==> src/rtl/processor_stage2.sv <==
// Decode stage: aligns fetch pointers with the registered code word, holds the word across
// stalls and squashes wrong-path words after a redirect. Optional: PROCESSOR_STAGE2_PERF_EN.
module processor_stage2 #(
  parameter int ADDR_SIZE = 18,
  parameter int WORD_SIZE = 18
) (
  input  logic                 clock,
  input  logic                 reset,
  input  logic                 no_operation_in,
  input  logic [ADDR_SIZE-1:0] ip_in,
  input  logic [ADDR_SIZE-1:0] ip_plus_one_in,
  input  logic [WORD_SIZE-1:0] code_word,
  input  logic                 stall,
  input  logic                 call_performed,
  output logic                 valid_out,
  output logic [ADDR_SIZE-1:0] ip_out,
  output logic [ADDR_SIZE-1:0] ip_plus_one_out,
  output logic [3:0]           opcode,
  output logic [2:0]           rd,
  output logic [2:0]           rs0,
  output logic [2:0]           rs1,
  output logic [WORD_SIZE-1:0] imm,
  output logic                 is_jump
`ifdef PROCESSOR_STAGE2_PERF_EN
  ,
  output logic [15:0]          perf_bubbles,
  output logic [15:0]          perf_stalls
`endif
);

  typedef enum logic {RUN = 1'b0, HELD = 1'b1} state_t;

  state_t               r_state;
  state_t               w_state_next;
  logic [1:0]           r_squash_cnt;
  logic [WORD_SIZE-1:0] r_hold_word;
  logic [ADDR_SIZE-1:0] r_hold_ip;
  logic [ADDR_SIZE-1:0] r_hold_ipp1;
  logic                 r_hold_nop;

  logic                 r_valid;
  logic [ADDR_SIZE-1:0] r_ip;
  logic [ADDR_SIZE-1:0] r_ipp1;
  logic [3:0]           r_opcode;
  logic [2:0]           r_rd;
  logic [2:0]           r_rs0;
  logic [2:0]           r_rs1;
  logic [WORD_SIZE-1:0] r_imm;
  logic                 r_is_jump;

  logic [WORD_SIZE-1:0] w_src_word;
  logic [ADDR_SIZE-1:0] w_src_ip;
  logic [ADDR_SIZE-1:0] w_src_ipp1;
  logic                 w_src_nop;
  logic [3:0]           w_opcode;

  // The held copy also remembers whether the captured slot was a fetch bubble.
  assign w_src_word = (r_state == HELD) ? r_hold_word : code_word;
  assign w_src_ip   = (r_state == HELD) ? r_hold_ip   : ip_in;
  assign w_src_ipp1 = (r_state == HELD) ? r_hold_ipp1 : ip_plus_one_in;
  assign w_src_nop  = (r_state == HELD) ? r_hold_nop  : no_operation_in;
  assign w_opcode   = w_src_word[WORD_SIZE-1 -: 4];

  always_ff @(posedge clock or negedge reset) begin
    if (!reset) r_state <= RUN;
    else        r_state <= w_state_next;
  end

  always_comb begin
    w_state_next = r_state;
    case (r_state)
      RUN:     if (!call_performed && stall) w_state_next = HELD;
      HELD:    if (call_performed || !stall) w_state_next = RUN;
      default: w_state_next = RUN;
    endcase
  end

  always_ff @(posedge clock or negedge reset) begin
    if (!reset) begin
      r_squash_cnt <= 2'd0;
      r_hold_word  <= '0;
      r_hold_ip    <= '0;
      r_hold_ipp1  <= '0;
      r_hold_nop   <= 1'b0;
      r_valid      <= 1'b0;
      r_ip         <= '0;
      r_ipp1       <= '0;
      r_opcode     <= 4'd0;
      r_rd         <= 3'd0;
      r_rs0        <= 3'd0;
      r_rs1        <= 3'd0;
      r_imm        <= '0;
      r_is_jump    <= 1'b0;
    end else if (call_performed) begin
      // Word in flight now and the one arriving next are wrong-path.
      r_valid      <= 1'b0;
      r_squash_cnt <= 2'd2;
      r_hold_word  <= '0;
      r_hold_ip    <= '0;
      r_hold_ipp1  <= '0;
      r_hold_nop   <= 1'b0;
    end else if (stall) begin
      if (r_state == RUN) begin
        r_hold_word <= code_word;
        r_hold_ip   <= ip_in;
        r_hold_ipp1 <= ip_plus_one_in;
        r_hold_nop  <= no_operation_in;
      end
    end else if (w_src_nop) begin
      r_valid <= 1'b0;
    end else begin
      r_ip      <= w_src_ip;
      r_ipp1    <= w_src_ipp1;
      r_opcode  <= w_opcode;
      r_rd      <= w_src_word[13:11];
      r_rs0     <= w_src_word[10:8];
      r_rs1     <= w_src_word[7:5];
      r_imm     <= {{(WORD_SIZE-11){w_src_word[10]}}, w_src_word[10:0]};
      r_is_jump <= (w_opcode[3:1] == 3'b111);
      if (r_squash_cnt != 2'd0) begin
        r_valid      <= 1'b0;
        r_squash_cnt <= r_squash_cnt - 2'd1;
      end else begin
        r_valid <= 1'b1;
      end
    end
  end

  assign valid_out       = r_valid;
  assign ip_out          = r_ip;
  assign ip_plus_one_out = r_ipp1;
  assign opcode          = r_opcode;
  assign rd              = r_rd;
  assign rs0             = r_rs0;
  assign rs1             = r_rs1;
  assign imm             = r_imm;
  assign is_jump         = r_is_jump;

`ifdef PROCESSOR_STAGE2_PERF_EN
  logic [15:0] r_perf_bubbles;
  logic [15:0] r_perf_stalls;

  always_ff @(posedge clock or negedge reset) begin
    if (!reset) begin
      r_perf_bubbles <= 16'd0;
      r_perf_stalls  <= 16'd0;
    end else begin
      if (!r_valid && r_perf_bubbles != 16'hFFFF) r_perf_bubbles <= r_perf_bubbles + 16'd1;
      if (stall && r_perf_stalls != 16'hFFFF)     r_perf_stalls  <= r_perf_stalls + 16'd1;
    end
  end

  assign perf_bubbles = r_perf_bubbles;
  assign perf_stalls  = r_perf_stalls;
`endif

endmodule

==> config.mk <==
export PLATFORM = sky130hd
export DESIGN_NAME = processor_stage2
export DESIGN_NICKNAME = d
export VERILOG_FILES = /design/src/rtl/processor_stage2.sv
export SDC_FILE = /design/constraint.sdc
export NUM_CORES = 1
export LEC_CHECK = 0
export BUFFER_PORTS_ARGS = -buffer_cell sky130_fd_sc_hd__clkbuf_2
export CAP_MARGIN = 30
export CORE_ASPECT_RATIO = 1.5
export CORE_MARGIN = 2
export CORE_UTILIZATION = 50
export CTS_CLUSTER_SIZE = 14
export DETAILED_ROUTE_END_ITERATION = 6
export PLACE_DENSITY_LB_ADDON = 0.2
export REMOVE_ABC_BUFFERS = 1
export SLEW_MARGIN = 0
export SYNTH_ARGS = -nofsm -noshare
export SYNTH_HDL_FRONTEND = slang
export SYNTH_SLANG_ARGS = --single-unit
==> constraint.sdc <==
create_clock -name clock -period 1.9 [get_ports clock]
set_input_delay 0.38 -clock clock [delete_from_list [all_inputs] [get_ports clock]]
set_output_delay 0.38 -clock clock [all_outputs]
set_load 0.02 [all_outputs]
; ---- Word-level counts from Yosys, hierarchy flattened
; Cells that the tools add are included.
[word_totals]
word_cells = 55
reg_bits = 120
ramBits = 0
rom_bits = 0
latch_bits = 0
mem_count = 0
output_inout_bits = 69
inputBits = 59
[classes]
magnitude_cmp = 0
eq_ne = 3
add_sub_neg = 1
mul = 0
shift = 0
div_mod_pow = 0
n_bitwise = 4
reduce_logical = 9
n_mux = 23
[ops]
columns = cell, count
row1 = $mux 18, 9
row2 = $mux 1, 9
row3 = $mux 2, 4
row4 = $reduce_and 3->1, 2
row5 = $reduce_bool 2->1, 3
row6 = $not 1->1, 4
row7 = $eq 3x3->1 const B, 1
row8 = $logic_not 1->1, 2
row9 = $ne 2x1->1 const B, 1
row10 = $ne 2x2->1 const B, 1
row11 = $pmux 1 s2, 1
row12 = $sub 2x1->2 const B, 1
row13 = $logic_and 1x1->1, 1
row14 = $logic_or 1x1->1, 1

; ---- Logic depth before layout (Yosys ltp)
; Gate-level depths: netlist of run 1.
[logic_depth]
depth_word = 5
ltp_mapped = 5
ltp_nobuf = 4

; ---- Worst setup path before layout of run 1
; OpenSTA, ideal clock, no wires.
[synth_path]
path_type = register -> register
from = register r_state
to = register r_ip[0] (netlist: ip_out[0])
arrival_ns = 1.600
slack_ns = 0.175
setup_ns = 0.125
stages_incl_launch_ff = 6
n_path_buf = 2
required_time_ns = 1.775
path_cell_list = dfrtp_1 > mux2_4 > or3_1 > buf_6 > buf_6 > mux2_4
[synth_between]
elab_chain_len = 3
word_cells_on_any_way = 4
cone_classes = mux: 2 / bitwise: 1 / reduce/logical: 1
[synth_rtl]
columns = item, line
row1 = start: declaration, 33  ; state_t r_state;
row2 = start signal: assignment, 66  ; else r_state <= w_state_next;
row3 = $mux 1, -
row4 = $not 1->1 (no source line), -
row5 = $reduce_and 3->1 (no source line), -
row6 = end signal: assignment, 112  ; r_ip <= w_src_ip;
row7 = end: declaration, 42  ; logic [ADDR_SIZE-1:0] r_ip;
; Parallel ways exist; a longest one is shown, timed or not.
; A chain may end at the register's enable or synchronous reset.

; ---- Worst setup path after layout of run 1
[layout_path]
from = register r_state
to = register r_ipp1[3] (netlist: ip_plus_one_out[3])
[layout_between]
elab_chain_len = 3
word_cells_on_any_way = 4
cone_classes = mux: 2 / bitwise: 1 / reduce/logical: 1
[layout_rtl]
columns = item, line
row1 = $mux 1, -
row2 = $not 1->1 (no source line), -
row3 = $reduce_and 3->1 (no source line), -
row4 = end signal: assignment, 113  ; r_ipp1 <= w_src_ipp1;
row5 = end: declaration, 43  ; logic [ADDR_SIZE-1:0] r_ipp1;
; Parallel ways exist; a longest one is shown, timed or not.

==> impl_metrics.tcl, run 1 <==
set metrics [dict create \
    grt_max_degree 61 \
    startpoint_type "flip-flop" \
    tightest_slew_ns 0.656 \
    grt_usage_pct 22.0 \
    power_switching_w 0.00223 \
    timing.fmax_ghz 0.562 \
    setup_violations 0 \
    wl_met2_um 6300 \
    top_layer "met4" \
    ios 128 \
    synth_cell_types 20 \
    wl_met3_um 517 \
    syn-cell-area_um2 5300 \
    start_util_pct 50.6 \
    placed_area_um2 6070 \
    drt-initial-drc-count 147 \
    cts_tree "yes" \
    grt_pass1_wl_um 19100 \
    antenna_found_initial 0 \
    switching_share_pct 28.2 \
    drt_first_pass_iters 4 \
    final_net_count 630 \
    worst_hold_path_type "primary input to flip-flop" \
    rsz0062_at_grt "false" \
    cts_root_buf "clkbuf_16" \
    yosysSeqAreaShare_pct 53.8 \
    wl_met1_um 4740 \
    cts_sinks 114 \
    synth_warnings 0 \
    syn2layout_area_growth_pct 26.4 \
    p_int_w 0.00567 \
    post-route-min-period_ns 1.78 \
    slew_violations 0 \
    crit_path_end_kind "flip-flop" \
    wl_um 11700 \
    detailed_place_hpwl_um 7790 \
    routabilityCongestion 0.749 \
    drc 0 \
    ant_nets 0 \
    clk_latency_ns 0.41 \
    seqPwrFrac_pct 37.6 \
    grt_pass1_vias 3823 \
    crit_required_ns 2.19 \
    combPwrFrac_pct 20.5 \
    final_area_um2 6700 \
    row_count 46 \
    synth-seq-cells 114 \
    path_clk_slew_ns 0.05 \
    via_count 3737 \
    ctsResizeCount 0 \
    ctsHtreeMaxLevel 4 \
    max-slew-margin-rel_pct 56.3 \
    worstPathArrival_ns 2.07 \
    max-vdd-ir-drop_uv 779 \
    clock_power_share_pct 41.8 \
    status "finished, final reports clean" \
    via_per_inst 5.14 \
    wl_per_cell_um 16.1 \
    place_inst 694 \
    slowest_delay_ns 0.43 \
    final_core_util_pct 64.0 \
    hold_viol 0 \
    die_area_um2 11500 \
    fin_ws_ns 0.122 \
    numCtsBuffers 17 \
    grt_overflow 0 \
    final_cells 727 \
    cp_slowest_cell "dfrtp_2" \
    critPathKind "flip-flop to flip-flop" \
    numPortBuffers 127 \
    fill_cells 855 \
    cts_buffer_depth 2 \
    worst-path-max-fanout 14 \
    crit_chain "mux2_4 -> or3_4 -> buf_12 -> mux2_4" \
    synth_area_per_cell_um2 11.7 \
    place_ws_ns 0.0984 \
    drive_above_1_share_pct 48.9 \
    drv_cap 0 \
    diodes 0 \
    power.density_nw_per_um2 1180 \
    final_common_cell "clkbuf_2" \
    path_common_cell "mux2_4" \
    syn_inst 454 \
    layout_common_cells "clkbuf_2, nand2_1, dfrtp_1, mux2_2, a21oi_1" \
    core_area_um2 10500 \
    p_leak_nw 3.33 \
    die_w_um 88.1 \
    die_h_um 130 \
    period_share_pct 93.6 \
    fin_skew_ns 0.00384 \
]
[stage by stage]
step	total power (W)	hold WS, ns	TNS [ns]
after global placement	0.00460	0.301	0
after floorplan	0.00398	0.0844	-200.50
after global routing	0.00823	0.193	0
after CTS	0.00797	0.180	0
after detailed placement	0.00465	0.305	0
final	0.00790	0.195	0
[logic make-up after synthesis]
logic type      share of synthesized area (%)
fa+ha+maj                               0.236
buf+inv                                  4.98
compound gates                           5.41
mux                                      26.4
simple gates                             9.16
flops                                    53.8
[final timing paths]
check                                                        to                            start  cells past startpoint  slack (ns)
worst max register to register   ip_plus_one_out[3]$_DFFE_PN0P_                r_state$_DFF_PN0_                      4        0.12
worst min-delay path                 r_hold_word[7]$_DFFE_PN0P_                     code_word[7]                      3        0.19
min in group asynchronous                 ip_out[4]$_DFFE_PN0P_                            reset                      2        0.41
worst min register to register  ip_plus_one_out[17]$_DFFE_PN0P_  ip_plus_one_out[17]$_DFFE_PN0P_                      1        0.50
worst max-delay path             ip_plus_one_out[3]$_DFFE_PN0P_                r_state$_DFF_PN0_                      4        0.12
max in group asynchronous            r_hold_word[8]$_DFFE_PN0P_                            reset                      3        0.89
[synth_stat cells]
cell      number  area, um^2
mux2i_1        1        10.0
clkbuf_1      16        60.1
inv_1          3        11.3
nand2_1      115         432
dfrtp_1      114        2850
buf_1          5        18.8
a21oi_1       55         275
or3_1          1        6.26
buf_6          5        56.3
buf_2          4        20.0
o22ai_1        1        6.26
nor2_1         3        11.3
mux2_4        40         601
mux2_2        70         788
nand2b_1       2        12.5
buf_4         13        97.6
nor3_1         1        5.00
ha_1           1        12.5
o21ai_0        1        5.00
nor2b_1        3        18.8
[power groups by stage]
stage	clock, W	sequential, W	combinational [W]
floorplan	0	0.00338	0.000604
global placement	0	0.00300	0.00160
detailed placement	0	0.00301	0.00164
CTS	0.00335	0.00297	0.00165
global route	0.00347	0.00301	0.00175
finish	0.00330	0.00297	0.00162
[repair_timing]
item	4_1_cts	5_1_grt
setup buffers	0	0
hold endpoints to repair	21	0
hold buffers	1	0
[routing by layer]
metal | track usage [%] | vias to the layer above
met1 | 26.7 | 1861
met4 | 7.93 | 0
met5 | 0 | -
li1 | - | 1760
met3 | 5.25 | 14
met2 | 38.1 | 102
[registers in the layout, summed over array words and instances, names as in the netlist]
signal,cells
ip_out,18
ip_plus_one_out,18
r_hold_ip,18
r_hold_ipp1,18
r_hold_word,18
imm,6
opcode,4
rd,3
rs0,3
r_squash_cnt,2
rs1,2
is_jump,1
r_hold_nop,1
r_state,1
valid_out,1
[worst max-delay path: cells and delay by family (launching register included)]
kind | cells | cell delay [ns]
mux | 2 | 0.62
buf+inv | 1 | 0.19
flops | 1 | 0.43
simple gates | 1 | 0.41
[final cells by class]
type	instances	area, um^2	share of cell area, %
multi-input combinational	294	2200	32.8
inverter	3	11.3	0.168
clock buffer	17	425	6.35
timing repair buffer	140	838	12.5
tap	144	180	2.69
sequential	114	2850	42.6
clock inverter	15	191	2.86
Power figures use the tool's default switching activity.
==> inputs of run 2 (changes only) <==
Settings changed: ABC_CLOCK_PERIOD_IN_PS set to 1900, CORE_UTILIZATION 50 to 30, SKIP_LAST_GASP set to 1.
==> run 2 against run 1 <==
Against the previous run:
- clock skew grew 0.0044 ns
- largest cell class unchanged
- flip-flop and latch count is the same
- clock power is essentially flat
- highest routed layer unchanged
- via count shrank 3.3%
==> impl_metrics.tcl, run 2 (synthesized netlist as in run 1, its figures left out) <==
set metrics [dict create \
    slowest_delay_ns 0.43 \
    endpoint "opcode[0]$_DFFE_PN0P_" \
    crit_required_ns 2.19 \
    hold_viol 0 \
    via_per_inst 4.55 \
    drt_first_pass_iters 4 \
    final_cells 794 \
    grt_pass1_wl_um 20800 \
    drive_above_1_share_pct 48.2 \
    diodes 0 \
    ios 128 \
    path_clk_slew_ns 0.05 \
    placed_area_um2 6110 \
    fin_skew_ns 0.00824 \
    detailed_place_hpwl_um 8130 \
    postCtsSetupBuffers 0 \
    path_common_cell "mux2_4" \
    fin_ws_ns 0.143 \
    wl_um 12700 \
    rrSetupSlack_ns 0.14 \
    max-vdd-ir-drop_uv 517 \
    clk_latency_ns 0.41 \
    whs_ns 0.0150 \
    drc 0 \
    slew_violations 0 \
    ctsHtreeMaxLevel 4 \
    r2r_cells 4 \
    cp_top_family "multiplexers" \
    hold_buffers 0 \
    rr_endpoint "opcode[0]$_DFFE_PN0P_" \
    layout_common_cells "clkbuf_2, nand2_1, dfrtp_1, mux2_2, a21oi_1" \
    numPortBuffers 127 \
    post-route-min-period_ns 1.76 \
    final_area_um2 6720 \
    period_share_pct 92.5 \
    start_util_pct 30.6 \
    status "finished, final reports clean" \
    max-slew-margin-rel_pct 54.6 \
    timing.fmax_ghz 0.569 \
    row_count 59 \
    startpoint_type "flip-flop" \
    power.density_nw_per_um2 1170 \
    final_common_cell "clkbuf_2" \
    cp_slowest_cell "dfrtp_2" \
    place_inst 762 \
    wl_per_cell_um 16.0 \
    tightest_slew_ns 0.681 \
    rsz0062_at_grt "false" \
    grt_usage_pct 14.4 \
    ctsResizeCount 0 \
    cts_buffer_depth 2 \
    worst-path-max-fanout 29 \
    worst_hold_path_type "primary input to asynchronous set/reset pin" \
    ant_nets 0 \
    p_leak_nw 3.31 \
    grt_max_degree 115 \
    setup_violations 0 \
    critPathBufInv 1 \
    critPathKind "flip-flop to flip-flop" \
    fill_cells 1698 \
    cts_sinks 114 \
    die_h_um 167 \
    worstPathArrival_ns 2.05 \
    die_w_um 113 \
    via_count 3615 \
    syn2layout_area_growth_pct 26.7 \
    crit_path_end_kind "flip-flop" \
    cts_root_buf "clkbuf_16" \
    die_area_um2 18800 \
    place_ws_ns 0.115 \
    core_area_um2 17300 \
    drv_cap 0 \
    reg2reg_from "r_state$_DFF_PN0_" \
    final_net_count 628 \
    grt_overflow 0 \
    routabilityCongestion 0.657 \
    cts_tree "yes" \
    crit_chain "mux2_4 -> or3_4 -> buf_12 -> mux2_4" \
    numCtsBuffers 17 \
    grt_pass1_vias 3870 \
    antenna_found_initial 0 \
    cp.depth 4 \
    drt-initial-drc-count 122 \
    crit_start "r_state$_DFF_PN0_" \
]
[run 2: worst min-delay path by stage]
stage / from / end / slack, ns / cells after the start
after floorplan: reset / imm[0]$_DFFE_PN0P_ / 0.08 / 0
after global placement: valid_out$_DFFE_PN0P_ / valid_out$_DFFE_PN0P_ / 0.47 / 2
after detailed placement: valid_out$_DFFE_PN0P_ / valid_out$_DFFE_PN0P_ / 0.49 / 2
after CTS: reset / imm[1]$_DFFE_PN0P_ / 0.08 / 2
after global routing: reset / imm[2]$_DFFE_PN0P_ / 0.11 / 2
final: reset / imm[1]$_DFFE_PN0P_ / 0.01 / 2
[run 2: power breakdown]
group          leakage [nW]  internal, W  switching, W
clock                 0.295      0.00218       0.00110
sequential             1.46      0.00276      0.000211
combinational          1.56     0.000722      0.000884
[run 2: layout make-up]
type | count | area, um^2 | area share (%)
clock inverter | 11 | 161 | 2.40
inverter | 3 | 11.3 | 0.168
timing repair buffer | 138 | 783 | 11.7
tap | 213 | 267 | 3.97
sequential | 114 | 2850 | 42.5
multi-input combinational | 294 | 2200 | 32.7
clock buffer | 21 | 440 | 6.56
[run 2: per-stage QoR]
stage	util (%)	total power, W	setup TNS [ns]
floorplan	-	0.00398	-200.50
global placement	35.2	0.00462	0
detailed placement	35.2	0.00465	0
CTS	38.7	0.00799	0
global route	38.7	0.00824	0
finish	38.7	0.00786	0
[run 2: worst register-to-register path, delay by kind of cell (launching register included)]
kind,cells,cell delay [ns]
buffers and inverters,1,0.19
and+or+nand+nor,1,0.36
muxes,2,0.66
DFF,1,0.43
[run 2: routing by layer]
metal / part of all wire (%) / wire [um] / global-route usage, %
met2: 55 / 6910 / 25.5
met5: 0 / 0 / 0
met3: 2.9 / 368 / 3.57
met4: 1.4 / 180 / 5.25
met1: 41 / 5220 / 16.6
==> inputs of run 3 (changes only) <==
Settings changed: ABC_CLOCK_PERIOD_IN_PS 1900 to 1600.
Clock period 1.9 ns to 1.6 ns, I/O delays scaled along.
==> run 3 against run 2 <==
Against the previous run:
- the flow now finishes with violations (setup timing)
- final cell count grew 2.5%
- die area is the same
- maximum frequency is essentially flat
- via count grew 3.7%
- sequential share of layout area shrank 2.1 points
- core utilization grew 2.0 points
- first-iteration DRC count grew 8.2%
- worst hold slack gained 0.11 ns
- combinational power grew 27%
==> impl_metrics.tcl, run 3 (synthesized netlist as in run 1, its figures left out) <==
set metrics [dict create \
    worstPathArrival_ns 2.05 \
    critPathBufInv 1 \
    min_from "code_word[8]" \
    row_count 59 \
    cts_root_buf "clkbuf_16" \
    wl_per_cell_um 17.2 \
    grt_max_degree 36 \
    via_per_inst 4.61 \
    ctsHtreeMaxLevel 4 \
    numCtsBuffers 17 \
    slowest_delay_ns 0.41 \
    p_leak_nw 3.48 \
    fill_cells 1670 \
    worst_hold_path_type "primary input to flip-flop" \
    crit_chain "mux2_4 -> or3_4 -> buf_12 -> mux2_4" \
    rsz0062_at_grt "true" \
    die_area_um2 18800 \
    max-slew-margin-rel_pct 73.1 \
    routabilityCongestion 0.705 \
    drive_above_1_share_pct 50.2 \
    power_switching_w 0.00267 \
    critPathKind "flip-flop to flip-flop" \
    p_total_w 0.00952 \
    die_w_um 113 \
    grt_usage_pct 14.7 \
    core_area_um2 17300 \
    cts_sinks 114 \
    hold_depth 3 \
    crit_path_end_kind "flip-flop" \
    crit_start "r_state$_DFF_PN0_" \
    start_util_pct 30.6 \
    final_core_util_pct 40.7 \
    drt-initial-drc-count 132 \
    post-route-min-period_ns 1.76 \
    cts_buffer_depth 2 \
    period_share_pct 110 \
    final_net_count 648 \
    place_ws_ns -0.148 \
    combPwrFrac_pct 21.4 \
    syn2layout_area_growth_pct 33.4 \
    clock_power_share_pct 41.5 \
    drc 0 \
    clk_latency_ns 0.42 \
    max-vdd-ir-drop_uv 670 \
    reg2reg_from "r_state$_DFF_PN0_" \
    min_to "r_hold_word[8]$_DFFE_PN0P_" \
    timing.fmax_ghz 0.570 \
    diodes 0 \
    p_int_w 0.00685 \
    hold_viol 0 \
    grt_overflow 0 \
    tightest_slew_ns 0.403 \
    wl_um 14000 \
    seqPwrFrac_pct 37.2 \
    fin_ws_ns -0.156 \
    drv_cap 0 \
    r2r_cells 4 \
    grt_pass1_vias 4022 \
    setup_violations 55 \
    cp_top_family "multiplexers" \
    numPortBuffers 127 \
    final_common_cell "clkbuf_2" \
    placed_area_um2 6240 \
    via_count 3750 \
    switching_share_pct 28.0 \
    crit_required_ns 1.90 \
    path_common_cell "mux2_4" \
    path_clk_slew_ns 0.05 \
    status "finished with violations" \
    ant_nets 0 \
    cts_tree "yes" \
    drt_first_pass_iters 4 \
    grt_pass1_wl_um 21200 \
    layout_common_cells "clkbuf_2, nand2_1, dfrtp_1, mux2_2, a21oi_1" \
    detailed_place_hpwl_um 8890 \
    fin_skew_ns 0.00738 \
    worst-path-max-fanout 21 \
    ios 128 \
    power.density_nw_per_um2 1350 \
    cp_slowest_cell "or3_4" \
    startpoint_type "flip-flop" \
    violations "setup timing" \
    rr_endpoint "ip_plus_one_out[15]$_DFFE_PN0P_" \
    rrSetupSlack_ns -0.16 \
    slew_violations 0 \
    antenna_found_initial 0 \
    die_h_um 167 \
    final_area_um2 7070 \
]
-- run 3: worst max-delay path by stage --
stage,end,slack [ns],depth (start not counted)
floorplan,rs0[2]$_DFFE_PN0P_,-2.48,3
global route,ip_plus_one_out[2]$_DFFE_PN0P_,-0.19,4
detailed placement,ip_plus_one_out[15]$_DFFE_PN0P_,-0.15,4
global placement,ip_out[13]$_DFFE_PN0P_,-0.11,4
CTS,opcode[0]$_DFFE_PN0P_,-0.16,4
finish,ip_plus_one_out[15]$_DFFE_PN0P_,-0.16,4
-- run 3: power by group through the flow --
stage	logic (W)	clock network [W]	registers, W
after CTS	0.00200	0.00406	0.00354
after global placement	0.00196	0	0.00357
after floorplan	0.000718	0	0.00401
final	0.00204	0.00395	0.00354
after global routing	0.00219	0.00417	0.00358
after detailed placement	0.00198	0	0.00359
-- run 3: area by class of cell --
type	count	area, um^2	share of cell area, %
clock buffers	21	450	6.37
clock inverters	11	160	2.27
inverters	3	11.3	0.159
multi-input cells	294	2210	31.3
flip-flops and latches	114	2850	40.4
well taps	213	267	3.77
repair buffers	158	1110	15.8
-- run 3: layer usage --
metal	part of all wire [%]	global-route usage, %	up-vias
li1	-	-	1790
met1	39	16.0	1851
met2	55	26.4	86
met3	3.6	4.04	23
met4	2.3	6.20	0
met5	0	0	-
-- run 3: tightest hold or removal path, stage by stage --
cell      delay [ns]
clkbuf_2        0.09
nand2_1         0.05
a21oi_1         0.05
-- run 3: what timing repair did --
action,in CTS,in global routing
hold endpoints to repair,13,0
cloned,0,5
setup endpoints to repair,110,104
buffers inserted,1,5
hold buffers,1,0
resized for setup,4,4
-- run 3: stage by stage --
stage                     hold WS (ns)  cells  setup TNS [ns]
final                            0.129    814           -6.93
after global routing             0.121    814           -8.73
after CTS                        0.109    804           -7.07
after detailed placement         0.211    770           -8.68
after global placement           0.207    770           -6.29
after floorplan                 0.0244    411         -235.21
